--- config.mk ---
export PLATFORM = sky130hd
export DESIGN_NAME = vw_blend_engine_flat
export DESIGN_NICKNAME = d
export VERILOG_FILES = /design/src/rtl/vw_blend_pkg.sv /design/src/rtl/vw_blend_engine_if.sv /design/src/rtl/vw_pair_fifo.sv /design/src/rtl/vw_blend_engine.sv /design/src/flat_wrapper.sv
export SDC_FILE = /design/constraint.sdc
export NUM_CORES = 1
export LEC_CHECK = 0
export BUFFER_PORTS_ARGS = -buffer_cell sky130_fd_sc_hd__buf_2
export CAP_MARGIN = 40
export CORE_MARGIN = 8
export CORE_UTILIZATION = 40
export CTS_CLUSTER_DIAMETER = 120
export DETAILED_ROUTE_END_ITERATION = 16
export HOLD_SLACK_MARGIN = 0.03
export MAX_ROUTING_LAYER = met4
export PLACE_DENSITY = 0.56
export SYNTH_ARGS = -nofsm -noshare
export SYNTH_HDL_FRONTEND = slang
export SYNTH_SLANG_ARGS = --single-unit
--- constraint.sdc ---
create_clock -name clk -period 8.05 [get_ports clk]
set_clock_uncertainty 0.15 [all_clocks]
set_input_delay 1.61 -clock clk [delete_from_list [all_inputs] [get_ports clk]]
set_output_delay 1.61 -clock clk [all_outputs]
set_load 0.05 [all_outputs]
--- src/rtl/vw_blend_pkg.sv ---
`default_nettype none
// ----------------------------------------------------------------------------
// Module   : vw_blend_pkg
// Shared register map, FSM states, STATUS layout and the saturating blend.
// Revision : 1.0
// ----------------------------------------------------------------------------
package vw_blend_pkg;

  localparam int unsigned ADDR_CTRL   = 32'h0;
  localparam int unsigned ADDR_ALPHA  = 32'h1;
  localparam int unsigned ADDR_BETA   = 32'h2;
  localparam int unsigned ADDR_PIXCNT = 32'h3;
  localparam int unsigned ADDR_STATUS = 32'h4;
  localparam int unsigned ADDR_PUSH   = 32'h8;

  localparam int unsigned CTRL_START  = 0;
  localparam int unsigned CTRL_BYPASS = 1;

  localparam int unsigned STAT_BUSY    = 0;
  localparam int unsigned STAT_OVF     = 1;
  localparam int unsigned STAT_SAT     = 2;
  localparam int unsigned STAT_LVL_LSB = 4;

  typedef enum logic [1:0] {
    ST_IDLE = 2'd0,
    ST_RUN  = 2'd1,
    ST_DONE = 2'd2
  } state_e;

  typedef struct packed {
    logic        clip;
    logic [31:0] value;
  } blend_t;

  // Scale the weighted sum back to sample range and clip at full scale.
  function automatic blend_t sat_blend(input logic [31:0] sum, input int unsigned dd);
    blend_t      r;
    logic [31:0] shifted;
    logic [31:0] max_v;
    shifted = sum >> dd;
    max_v   = (32'd1 << dd) - 32'd1;
    r.clip  = (shifted > max_v);
    r.value = r.clip ? max_v : shifted;
    return r;
  endfunction

endpackage
`default_nettype wire

--- src/rtl/vw_blend_engine_if.sv ---
`default_nettype none
// ----------------------------------------------------------------------------
// Module   : vw_blend_engine_if
// APB slave bus bundle for the blend engine.
// Revision : 1.0
// ----------------------------------------------------------------------------
interface vw_blend_engine_if #(
  parameter int Amba_Word       = 16,
  parameter int Amba_Addr_Depth = 20
);
  logic                       PSEL;
  logic                       PENABLE;
  logic                       PWRITE;
  logic [Amba_Word-1:0]       PWDATA;
  logic [Amba_Addr_Depth-1:0] PADDR;
  logic [Amba_Word-1:0]       PRDATA;

  modport master (output PSEL, PENABLE, PWRITE, PWDATA, PADDR, input PRDATA);
  modport slave  (input PSEL, PENABLE, PWRITE, PWDATA, PADDR, output PRDATA);
endinterface
`default_nettype wire

--- src/rtl/vw_pair_fifo.sv ---
`default_nettype none
// ----------------------------------------------------------------------------
// Module   : vw_pair_fifo
// Synchronous FIFO holding host/watermark sample pairs.
// Revision : 1.0
// ----------------------------------------------------------------------------
module vw_pair_fifo #(
  parameter int WIDTH = 16,
  parameter int DEPTH = 4
) (
  input  logic                     clk,
  input  logic                     rst,
  input  logic                     push_i,
  input  logic                     pop_i,
  input  logic [WIDTH-1:0]         wdata_i,
  output logic [WIDTH-1:0]         rdata_o,
  output logic                     full_o,
  output logic                     empty_o,
  output logic [$clog2(DEPTH):0]   level_o
);
  localparam int              c_AW   = $clog2(DEPTH);
  localparam logic [c_AW:0]   c_FULL = (c_AW+1)'(DEPTH);

  logic [WIDTH-1:0] mem_q [DEPTH];
  logic [c_AW-1:0]  wptr_q;
  logic [c_AW-1:0]  rptr_q;
  logic [c_AW:0]    level_q;
  logic             w_push;
  logic             w_pop;

  assign full_o  = (level_q == c_FULL);
  assign empty_o = (level_q == '0);
  assign level_o = level_q;
  assign rdata_o = mem_q[rptr_q];

  // A pop in the same cycle frees a slot, so a full FIFO still accepts the push.
  assign w_pop  = pop_i & ~empty_o;
  assign w_push = push_i & (~full_o | w_pop);

  always_ff @(posedge clk or negedge rst) begin
    if (!rst) begin
      for (int i = 0; i < DEPTH; i++) mem_q[i] <= '0;
      wptr_q  <= '0;
      rptr_q  <= '0;
      level_q <= '0;
    end else begin
      if (w_push) begin
        mem_q[wptr_q] <= wdata_i;
        wptr_q        <= wptr_q + 1'b1;
      end
      if (w_pop) rptr_q <= rptr_q + 1'b1;
      case ({w_push, w_pop})
        2'b10:   level_q <= level_q + 1'b1;
        2'b01:   level_q <= level_q - 1'b1;
        default: level_q <= level_q;
      endcase
    end
  end
endmodule
`default_nettype wire

--- src/rtl/vw_blend_engine.sv ---
`default_nettype none
// ----------------------------------------------------------------------------
// Module   : vw_blend_engine
// APB-configured alpha/beta blender streaming multi-channel pixels.
// Revision : 1.0
// ----------------------------------------------------------------------------
module vw_blend_engine
  import vw_blend_pkg::*;
#(
  parameter int Data_Depth      = 8,
  parameter int Amba_Word       = 16,
  parameter int Amba_Addr_Depth = 20,
  parameter int Num_Channels    = 3,
  parameter int Fifo_Depth      = 4
) (
  input  logic                               clk,
  input  logic                               rst,
  vw_blend_engine_if.slave                   apb,
  output logic [Num_Channels*Data_Depth-1:0] Pixel_Data,
  output logic                               new_pixel,
  output logic                               Image_Done
);
  localparam int c_DD = Data_Depth;
  localparam int c_PW = 2*Data_Depth+1;
  localparam int c_LW = $clog2(Fifo_Depth)+1;
  localparam int c_XW = Num_Channels*Data_Depth;

  localparam logic [Amba_Addr_Depth-1:0] c_A_CTRL   = Amba_Addr_Depth'(ADDR_CTRL);
  localparam logic [Amba_Addr_Depth-1:0] c_A_ALPHA  = Amba_Addr_Depth'(ADDR_ALPHA);
  localparam logic [Amba_Addr_Depth-1:0] c_A_BETA   = Amba_Addr_Depth'(ADDR_BETA);
  localparam logic [Amba_Addr_Depth-1:0] c_A_PIXCNT = Amba_Addr_Depth'(ADDR_PIXCNT);
  localparam logic [Amba_Addr_Depth-1:0] c_A_STATUS = Amba_Addr_Depth'(ADDR_STATUS);
  localparam logic [Amba_Addr_Depth-1:0] c_A_PUSH   = Amba_Addr_Depth'(ADDR_PUSH);

  state_e            state_q, state_d;
  logic              bypass_q;
  logic [c_DD:0]     alpha_q, beta_q;
  logic [15:0]       pix_cnt_q;
  logic              ovf_q, sat_q;

  logic [1:0]        pch_q;
  logic [15:0]       ppix_q;
  logic              pdone_q;

  logic              s1_vld_q, s1_lastch_q, s1_lastpix_q;
  logic [1:0]        s1_ch_q;
  logic [c_PW-1:0]   s1_pa_q, s1_pb_q;
  logic [c_DD-1:0]   s1_host_q;

  logic [c_XW-1:0]   asm_q, pix_q;
  logic              new_pixel_q, done_q;

  logic              w_wr, w_rd, w_start, w_push_req, w_pop, w_busy;
  logic              w_full, w_empty, w_pop_lastch, w_pop_lastpix;
  logic [c_LW-1:0]   w_level;
  logic [2*c_DD-1:0] w_pair;
  logic [c_DD-1:0]   w_host, w_wm, w_val;
  logic [31:0]       w_sum;
  blend_t            w_bl;
  logic              w_clip;
  logic [c_XW-1:0]   w_asm;
  logic [Amba_Word-1:0] w_rdata;
  logic              w_unused;

  assign w_wr       = apb.PSEL & apb.PENABLE & apb.PWRITE;
  assign w_rd       = apb.PSEL & ~apb.PWRITE;
  assign w_push_req = w_wr & (apb.PADDR == c_A_PUSH);
  assign w_start    = w_wr & (apb.PADDR == c_A_CTRL) & apb.PWDATA[CTRL_START]
                    & (state_q == ST_IDLE) & (pix_cnt_q != 16'd0);

  vw_pair_fifo #(
    .WIDTH (2*Data_Depth),
    .DEPTH (Fifo_Depth)
  ) u_fifo (
    .clk     (clk),
    .rst     (rst),
    .push_i  (w_push_req),
    .pop_i   (w_pop),
    .wdata_i (apb.PWDATA[2*c_DD-1:0]),
    .rdata_o (w_pair),
    .full_o  (w_full),
    .empty_o (w_empty),
    .level_o (w_level)
  );

  assign w_host        = w_pair[c_DD-1:0];
  assign w_wm          = w_pair[2*c_DD-1:c_DD];
  assign w_pop_lastch  = (pch_q == 2'(Num_Channels-1));
  assign w_pop_lastpix = (ppix_q == pix_cnt_q - 16'd1);

  // FSM: state register
  always_ff @(posedge clk or negedge rst) begin
    if (!rst) state_q <= ST_IDLE;
    else      state_q <= state_d;
  end

  // FSM: next state
  always_comb begin
    state_d = state_q;
    case (state_q)
      ST_IDLE: if (w_start) state_d = ST_RUN;
      ST_RUN:  if (s1_vld_q & s1_lastch_q & s1_lastpix_q) state_d = ST_DONE;
      ST_DONE: state_d = ST_IDLE;
      default: state_d = ST_IDLE;
    endcase
  end

  // FSM: outputs. Popping stops once the final pair is in the pipeline.
  always_comb begin
    w_busy = (state_q != ST_IDLE);
    w_pop  = (state_q == ST_RUN) & ~pdone_q & ~w_empty;
  end

  always_ff @(posedge clk or negedge rst) begin
    if (!rst) begin
      bypass_q  <= 1'b0;
      alpha_q   <= '0;
      beta_q    <= '0;
      pix_cnt_q <= '0;
      ovf_q     <= 1'b0;
      sat_q     <= 1'b0;
    end else begin
      if (w_wr) begin
        if (apb.PADDR == c_A_CTRL)   bypass_q  <= apb.PWDATA[CTRL_BYPASS];
        if (apb.PADDR == c_A_ALPHA)  alpha_q   <= apb.PWDATA[c_DD:0];
        if (apb.PADDR == c_A_BETA)   beta_q    <= apb.PWDATA[c_DD:0];
        if (apb.PADDR == c_A_PIXCNT) pix_cnt_q <= apb.PWDATA[15:0];
      end
      if (w_start)                              ovf_q <= 1'b0;
      else if (w_push_req & w_full & ~w_pop)    ovf_q <= 1'b1;
      if (w_start)                              sat_q <= 1'b0;
      else if (s1_vld_q & w_clip)               sat_q <= 1'b1;
    end
  end

  always_ff @(posedge clk or negedge rst) begin
    if (!rst) begin
      pch_q   <= '0;
      ppix_q  <= '0;
      pdone_q <= 1'b0;
    end else if (w_start) begin
      pch_q   <= '0;
      ppix_q  <= '0;
      pdone_q <= 1'b0;
    end else if (w_pop) begin
      if (w_pop_lastch) begin
        pch_q <= '0;
        if (w_pop_lastpix) pdone_q <= 1'b1;
        else               ppix_q  <= ppix_q + 16'd1;
      end else begin
        pch_q <= pch_q + 2'd1;
      end
    end
  end

  // Stage 1: weighted products
  always_ff @(posedge clk or negedge rst) begin
    if (!rst) begin
      s1_vld_q     <= 1'b0;
      s1_lastch_q  <= 1'b0;
      s1_lastpix_q <= 1'b0;
      s1_ch_q      <= '0;
      s1_pa_q      <= '0;
      s1_pb_q      <= '0;
      s1_host_q    <= '0;
    end else begin
      s1_vld_q <= w_pop;
      if (w_pop) begin
        s1_lastch_q  <= w_pop_lastch;
        s1_lastpix_q <= w_pop_lastch & w_pop_lastpix;
        s1_ch_q      <= pch_q;
        s1_pa_q      <= c_PW'(alpha_q) * c_PW'(w_host);
        s1_pb_q      <= c_PW'(beta_q) * c_PW'(w_wm);
        s1_host_q    <= w_host;
      end
    end
  end

  // Stage 2: sum, scale, saturate and drop into the channel slot
  assign w_sum  = 32'(s1_pa_q) + 32'(s1_pb_q);
  assign w_bl   = sat_blend(w_sum, Data_Depth);
  assign w_val  = bypass_q ? s1_host_q : w_bl.value[c_DD-1:0];
  assign w_clip = ~bypass_q & w_bl.clip;

  always_comb begin
    w_asm = asm_q;
    for (int c = 0; c < Num_Channels; c++) begin
      if (s1_ch_q == 2'(c)) w_asm[c*c_DD +: c_DD] = w_val;
    end
  end

  always_ff @(posedge clk or negedge rst) begin
    if (!rst) begin
      asm_q       <= '0;
      pix_q       <= '0;
      new_pixel_q <= 1'b0;
      done_q      <= 1'b0;
    end else begin
      new_pixel_q <= 1'b0;
      done_q      <= 1'b0;
      if (s1_vld_q) begin
        asm_q <= w_asm;
        if (s1_lastch_q) begin
          pix_q       <= w_asm;
          new_pixel_q <= 1'b1;
          done_q      <= s1_lastpix_q;
        end
      end
    end
  end

  assign Pixel_Data = pix_q;
  assign new_pixel  = new_pixel_q;
  assign Image_Done = done_q;

  always_comb begin
    w_rdata = '0;
    if (w_rd) begin
      if (apb.PADDR == c_A_CTRL)   w_rdata[CTRL_BYPASS] = bypass_q;
      if (apb.PADDR == c_A_ALPHA)  w_rdata[c_DD:0]      = alpha_q;
      if (apb.PADDR == c_A_BETA)   w_rdata[c_DD:0]      = beta_q;
      if (apb.PADDR == c_A_PIXCNT) w_rdata[15:0]        = pix_cnt_q;
      if (apb.PADDR == c_A_STATUS) begin
        w_rdata[STAT_BUSY]            = w_busy;
        w_rdata[STAT_OVF]             = ovf_q;
        w_rdata[STAT_SAT]             = sat_q;
        w_rdata[STAT_LVL_LSB +: 4]    = 4'(w_level);
      end
    end
  end

  assign apb.PRDATA = w_rdata;
  assign w_unused   = ^{apb.PWDATA, w_bl.value};

endmodule
`default_nettype wire

--- src/flat_wrapper.sv ---
// flat-port wrapper written by rule: the top's interface ports become plain ports
module vw_blend_engine_flat import vw_blend_pkg::*;
#(
  parameter int Data_Depth      = 8,
  parameter int Amba_Word       = 16,
  parameter int Amba_Addr_Depth = 20,
  parameter int Num_Channels    = 3,
  parameter int Fifo_Depth      = 4
)
  (clk, rst, Pixel_Data, new_pixel, Image_Done, apb_PSEL, apb_PENABLE, apb_PWRITE, apb_PWDATA, apb_PADDR, apb_PRDATA);
  vw_blend_engine_if #(.Amba_Word(Amba_Word), .Amba_Addr_Depth(Amba_Addr_Depth)) apb_i ();
  input  logic clk;
  input  logic rst;
  output logic [Num_Channels*Data_Depth-1:0] Pixel_Data;
  output logic new_pixel;
  output logic Image_Done;
  input wire logic [$bits(apb_i.PSEL)-1:0] apb_PSEL;
  input wire logic [$bits(apb_i.PENABLE)-1:0] apb_PENABLE;
  input wire logic [$bits(apb_i.PWRITE)-1:0] apb_PWRITE;
  input wire logic [$bits(apb_i.PWDATA)-1:0] apb_PWDATA;
  input wire logic [$bits(apb_i.PADDR)-1:0] apb_PADDR;
  output wire logic [$bits(apb_i.PRDATA)-1:0] apb_PRDATA;
  assign apb_i.PSEL = apb_PSEL;
  assign apb_i.PENABLE = apb_PENABLE;
  assign apb_i.PWRITE = apb_PWRITE;
  assign apb_i.PWDATA = apb_PWDATA;
  assign apb_i.PADDR = apb_PADDR;
  assign apb_PRDATA = apb_i.PRDATA;
  vw_blend_engine #(.Data_Depth(Data_Depth), .Amba_Word(Amba_Word), .Amba_Addr_Depth(Amba_Addr_Depth), .Num_Channels(Num_Channels), .Fifo_Depth(Fifo_Depth)) u_core (.clk(clk), .rst(rst), .apb(apb_i), .Pixel_Data(Pixel_Data), .new_pixel(new_pixel), .Image_Done(Image_Done));
endmodule
# After elaboration in Yosys (flattened, before gate mapping)
# Cells that the tools add are included.
# classes
mux,41
bitwise,28
n_lt_le_gt_ge,4
n_eq_ne,16
add_sub_neg,8
reduce_logical,21
multipliers,2
# op_table
cell,count
$mux W16,9
$bwmux W64,1
$eq A20 B2 Y1 const B,2
$mux W8,5
$mul A9 B8 Y17,2
$bmux W16 S2,1
$demux W16 S2,1
$eq A20 B1 Y1 const B,1
$eq A20 B3 Y1 const B,1
$eq A20 B4 Y1 const B,1
$logic_not A20 Y1,1
$and A1 B1 Y1,19
$add A17 B17 Y18,1
$mux W9,2
$add A16 B1 Y16 const B,1
$eq A16 B16 Y1,1
$reduce_bool A16 Y1,1
$sub A16 B1 Y16 const B,1
$reduce_bool A2 Y1,7
$mux W1,13
$reduce_and A2 Y1,6
$gt A10 B8 Y1 const B,1
$mux W2,5
$add A2 B1 Y2 const B,3
19 further kinds,34
# word_totals
register_bits,226
wordCells,148
out_inout_bits,42
in_bits,41

# Longest topological paths before layout
# depth
word_depth,8
mapped_depth,21

# Modules after synthesis
# From an unflattened synthesis, not the netlist that was laid out.
# unflattened
hier_cells,1564
area_unflattened_um2,15920.3
# modules_own_cells
mod,n_inst,area_per_inst_um2,cells_per_inst
vw_blend_engine,1,12726.0,1371
vw_pair_fifo,1,3194.3,193

# Worst setup path after synthesis
# No wires, ideal clock.
# synth_timing
path_type,flip-flop to flip-flop
start,reg u_core.u_fifo.rptr_q[0]
end,reg u_core.s1_pb_q[15]
path_stages_with_launch,19
n_path_buf,2
slack_ns,1.926
t_arrival_ns,5.841
cell_sequence,dfrtp_1 > clkbuf_1 > buf_1 > mux4_2 > and2_1 > fa_1 > fa_1 > inv_1 > fa_1 > fa_1 > inv_1 > ha_1 > o21ai_0 > a21boi_0 > or4_1 > a31o_2 > o41a_1 > xnor2_1 > o21ai_0
# synth_between
elab_chain_cells,5
# synth_rtl
element,line_no,source
"start, declared",vw_pair_fifo.sv:26,logic [c_AW-1:0] rptr_q;
"start signal, assigned",vw_pair_fifo.sv:51,if (w_pop) rptr_q <= rptr_q + 1'b1;
$not A2 Y3 (implied by the code),vw_pair_fifo.sv:34,assign rdata_o = mem_q[rptr_q];
$bmux W16 S2,vw_pair_fifo.sv:34,
$mux W16 (implied by the code) (2 in series),vw_pair_fifo.sv:34,
$mul A9 B8 Y17,vw_blend_engine.sv:173,s1_pb_q <= c_PW'(beta_q) * c_PW'(w_wm);
"end signal, assigned",vw_blend_engine.sv:173,
"end, declared",vw_blend_engine.sv:47,"logic [c_PW-1:0] s1_pa_q, s1_pb_q;"
# Every way passes these cells. The select of a mux whose other input is x is not followed.
# A chain may end at the register's enable or synchronous reset.

# Final worst setup path
# Ends and elaborated chain as after synthesis.

==> results.md <==
- RSZ-0062 raised after global routing: false
- Layout area overhead: 12.53%
- Slew Limit Fails: 0
- All-Layer GR Usage: 0.1734
- Crit-path max cell delay: 0.75 ns
- Synthesized Nets: 1,733
- Rows: 72
- # DRC: 0
- WP buf/inv: 2
- CP max stage cell: dfrtp_1
- Worst-Skew Late Latency: roughly 0.55 ns
- Clk Tree Root Cell: clkbuf_16
- Met3 wire len: between 1000 and 1500 um
- Total power density per cell area: 138.2 nW/um^2
- Slew headroom: 0.4288
- Seq pwr share: 0.473
- Post-Synth Simple-Gate Area: 0.1704
- EDFF count, synth: 0
- Maximum root-to-sink buffer count: 3
- Die height: between 200 and 250 um
- Largest cells by area after synthesis: dfrtp_1, fa_1, ha_1
- Post-synth top flop: dfrtp_1
- Synth Area in XOR/XNOR: 0.02952
- Int Power: around 1900 uW
- Setup TNS: 0 ns
- Routed met1 length: ~18,000 um
- Most instantiated cells after synthesis: dfrtp_1, nand2_1, and2_1, inv_1, mux2_2
- Final setup viols: 0
- Synth Register Bits: 226
- Largest net degree at the start of global routing: 86
- CTS Buf Count: 27
- Die width: between 200 and 250 um
- Ports: 83
- Switching pwr: 530.8 uW
- Crit share post-route: 0.7327
- Remaining Overflow, GRT: 0
- Post-synthesis sequential area ratio: 0.3666
- CP startpoint kind: flip-flop
- Design Area, Final: 17,360 um^2
- Htree depth: 1
- Final Hold Vio Count: 0
- Synth Area in Adders: 0.1890
- Avg Vias per Cell: ~5.2
- Post-synthesis mux area share: 0.1052
- CTS sink cnt: 226
- Most used cell, CP: fa_1
- Max_cap viols: 0
- Measured slew at the worst slew-check pin: 0.8478 ns
- WP data arrival: 6.13 ns
- N_diodes: 0
- Antenna-violating nets left: 0
- Crit path max-delay family: adder cells
- Vias in the first global route: ~11,000
- Worst Slack Setup Final: roughly 2.2 ns
- Net Sw Frac: 0.2212
- Complex-gate fraction of the synthesized area: 0.09481
- Largest family of logic cells by synthesized area: adder cells
- Power share of the clock group: 0.504
- Placed cell area: 16,480 um^2
- Peak supply drop: 144.7 uV
- Min-delay worst type: reg -> reg
- Worst path cell trace: mux4_2, and2_1, fa_1, fa_1, inv_1, fa_1, fa_1, inv_1, ha_1, o21ai_0, a21boi_0, or4_1, a31o_2, o41a_1, xnor2_1, o21ai_0
- GPL Wtd Cong: 0.8161
- Total die area: around 45,000 um^2
- HPWL after detailed placement: roughly 28,000 um
- Worst EP required: 8.28 ns
- Post-synth top area share: 0.3666
- Max Fclk: 169.5 MHz
- Net count, final: 1,812
- Post-Syn Instances: 1,510
- Count leader, synth: dfrtp_1
- Run status: complete, no violations
- Avg WL per Cell: approximately 18 um
- Detailed-route wire length: 37,800 um
- First-pass GRT wire length: just over 60,000 um
- Syn Area/Cell: 10.22 um^2
- Top layer in use: met4
- Yosys top cell by area: dfrtp_1
- Leakage: 0.008672 uW
- Total number of vias: 11,083
- DR WL met2: around 17,000 um
- Antenna violations before repair: 0
- Setup WS pre-CTS: 2.125 ns
- Asr flop ratio synth: 1.000
- Post-CTS sizing: 0
- Synth warn: 0
- Postcts setup bufs: 0
- Reg clk slew, reported paths: 0.06 ns
- Unique cell type count in the Yosys netlist: 69
- CP max FO: 9
- Hold_buf cts: 0
- Initial DRC count: 581
- Initial Utilization: 0.4020
- Power share of the combinational group: 0.022
- CP Capture Type: flip-flop
- Share of cells above drive strength 1: 0.1759
- Tmin final: 5.898 ns
- Synthesized cell area: 15,430 um^2
- Port-buffer cells: 82
- TritonRoute pass-1 iters: 5
- CP Class: reg -> reg
- CTS tree: done
- Core area: between 30,000 and 40,000 um^2
-- state kept, by name, summed over array words and instances, names as in the netlist, 8 cells and up --
register / count
u_core.Pixel_Data: 24
u_core.alpha_q: 9
u_core.asm_q: 24
u_core.beta_q: 9
u_core.pix_cnt_q: 16
u_core.ppix_q: 16
u_core.s1_host_q: 8
u_core.s1_pa_q: 17
u_core.s1_pb_q: 17
u_core.u_fifo.mem_q: 64
-- worst min-delay path: cells and delay by family (launching register included) --
family / cells / cell delay, ns
flops: 1 / 0.34
simple gates: 2 / 0.09
-- power groups by stage --
stage	Sequential, uW	Clock, uW	Combinational (uW)
5_1_grt	1140	1290	61.1
3_3_place_gp	1160	0	52.8
3_5_place_dp	1160	0	56.0
4_1_cts	1140	1240	56.3
2_1_floorplan	1160	0	6.09
6_report	1140	1210	53.8
-- worst paths after layout --
path	startpoint	endpoint	slack [ns]	cells past startpoint
worst max-delay path	u_core.u_fifo.rptr_q[0]$_DFFE_PN0P_	u_core.s1_pb_q[15]$_DFFE_PN0P_	2.15	16
worst min-delay path	u_core.Pixel_Data[15]$_DFFE_PN0P_	u_core.Pixel_Data[15]$_DFFE_PN0P_	0.31	2
worst max register to register	u_core.u_fifo.rptr_q[0]$_DFFE_PN0P_	u_core.s1_pb_q[15]$_DFFE_PN0P_	2.15	16
worst min register to register	u_core.Pixel_Data[15]$_DFFE_PN0P_	u_core.Pixel_Data[15]$_DFFE_PN0P_	0.31	2
max in group asynchronous	rst	u_core.pix_cnt_q[14]$_DFFE_PN0P_	5.66	3
min in group asynchronous	rst	u_core.s1_pb_q[8]$_DFFE_PN0P_	0.91	1
-- final cells by class --
class / count / area (um^2)
timing repair buffer: 97 / 585.6
fill: 3687 / 21020
clock buffer: 36 / 749.5
multi-input combinational: 1106 / 9099
sequential: 226 / 5655
tap: 518 / 648.1
clock inverter: 13 / 131.4
inverter: 131 / 491.7
-- routing by layer --
metal	GRT usage	vias to the layer above
met1	0.2390	5506
met5	-	-
met2	0.2719	189
li1	-	5332
met4	0.03879	0
met3	0.02196	56
-- kinds of logic (layout without fill, tap and decap cells) --
group / Yosys count / count (layout)
muxes: 129 / 129
buffers and inverters: 178 / 277
adders and majority gates: 182 / 182
DFF: 226 / 226
xor gates and xnor gates: 52 / 52
and+or+nand+nor: 510 / 510
AOI/OAI and AO/OA: 233 / 233
-- placed cells by master (no fill, tap or decap), types with 6 or more instances in the layout --
master	instances
a21o_1	6
a21oi_1	38
a22oi_1	23
a31oi_1	8
and2_1	131
and3_1	10
buf_2	81
buf_4	12
clkbuf_16	27
clkinv_2	7
dfrtp_1	226
fa_1	85
ha_1	97
inv_1	131
mux2_2	105
mux2i_1	8
mux4_2	16
nand2_1	191
nand2b_1	14
nand3_1	20
nand4_1	15
nor2_1	49
nor2b_1	9
nor3_1	20
nor4_1	7
o211ai_1	11
o21a_1	7
o21ai_0	86
o31ai_1	13
or3_1	7
or4_1	12
xnor2_1	25
xor2_1	27
-- metrics by stage --
stage,hold WS [ns],std cells,total power (uW),utilization
final,0.3106,2127,2400,0.4524
after global routing,0.3321,2127,2483,0.4524
after CTS,0.3144,2127,2435,0.4524
after detailed placement,0.3012,2078,1213,0.4294
after global placement,0.2963,2074,1210,0.4273
after floorplan,0.2871,1510,1163,-
Power figures use the tool's default switching activity.
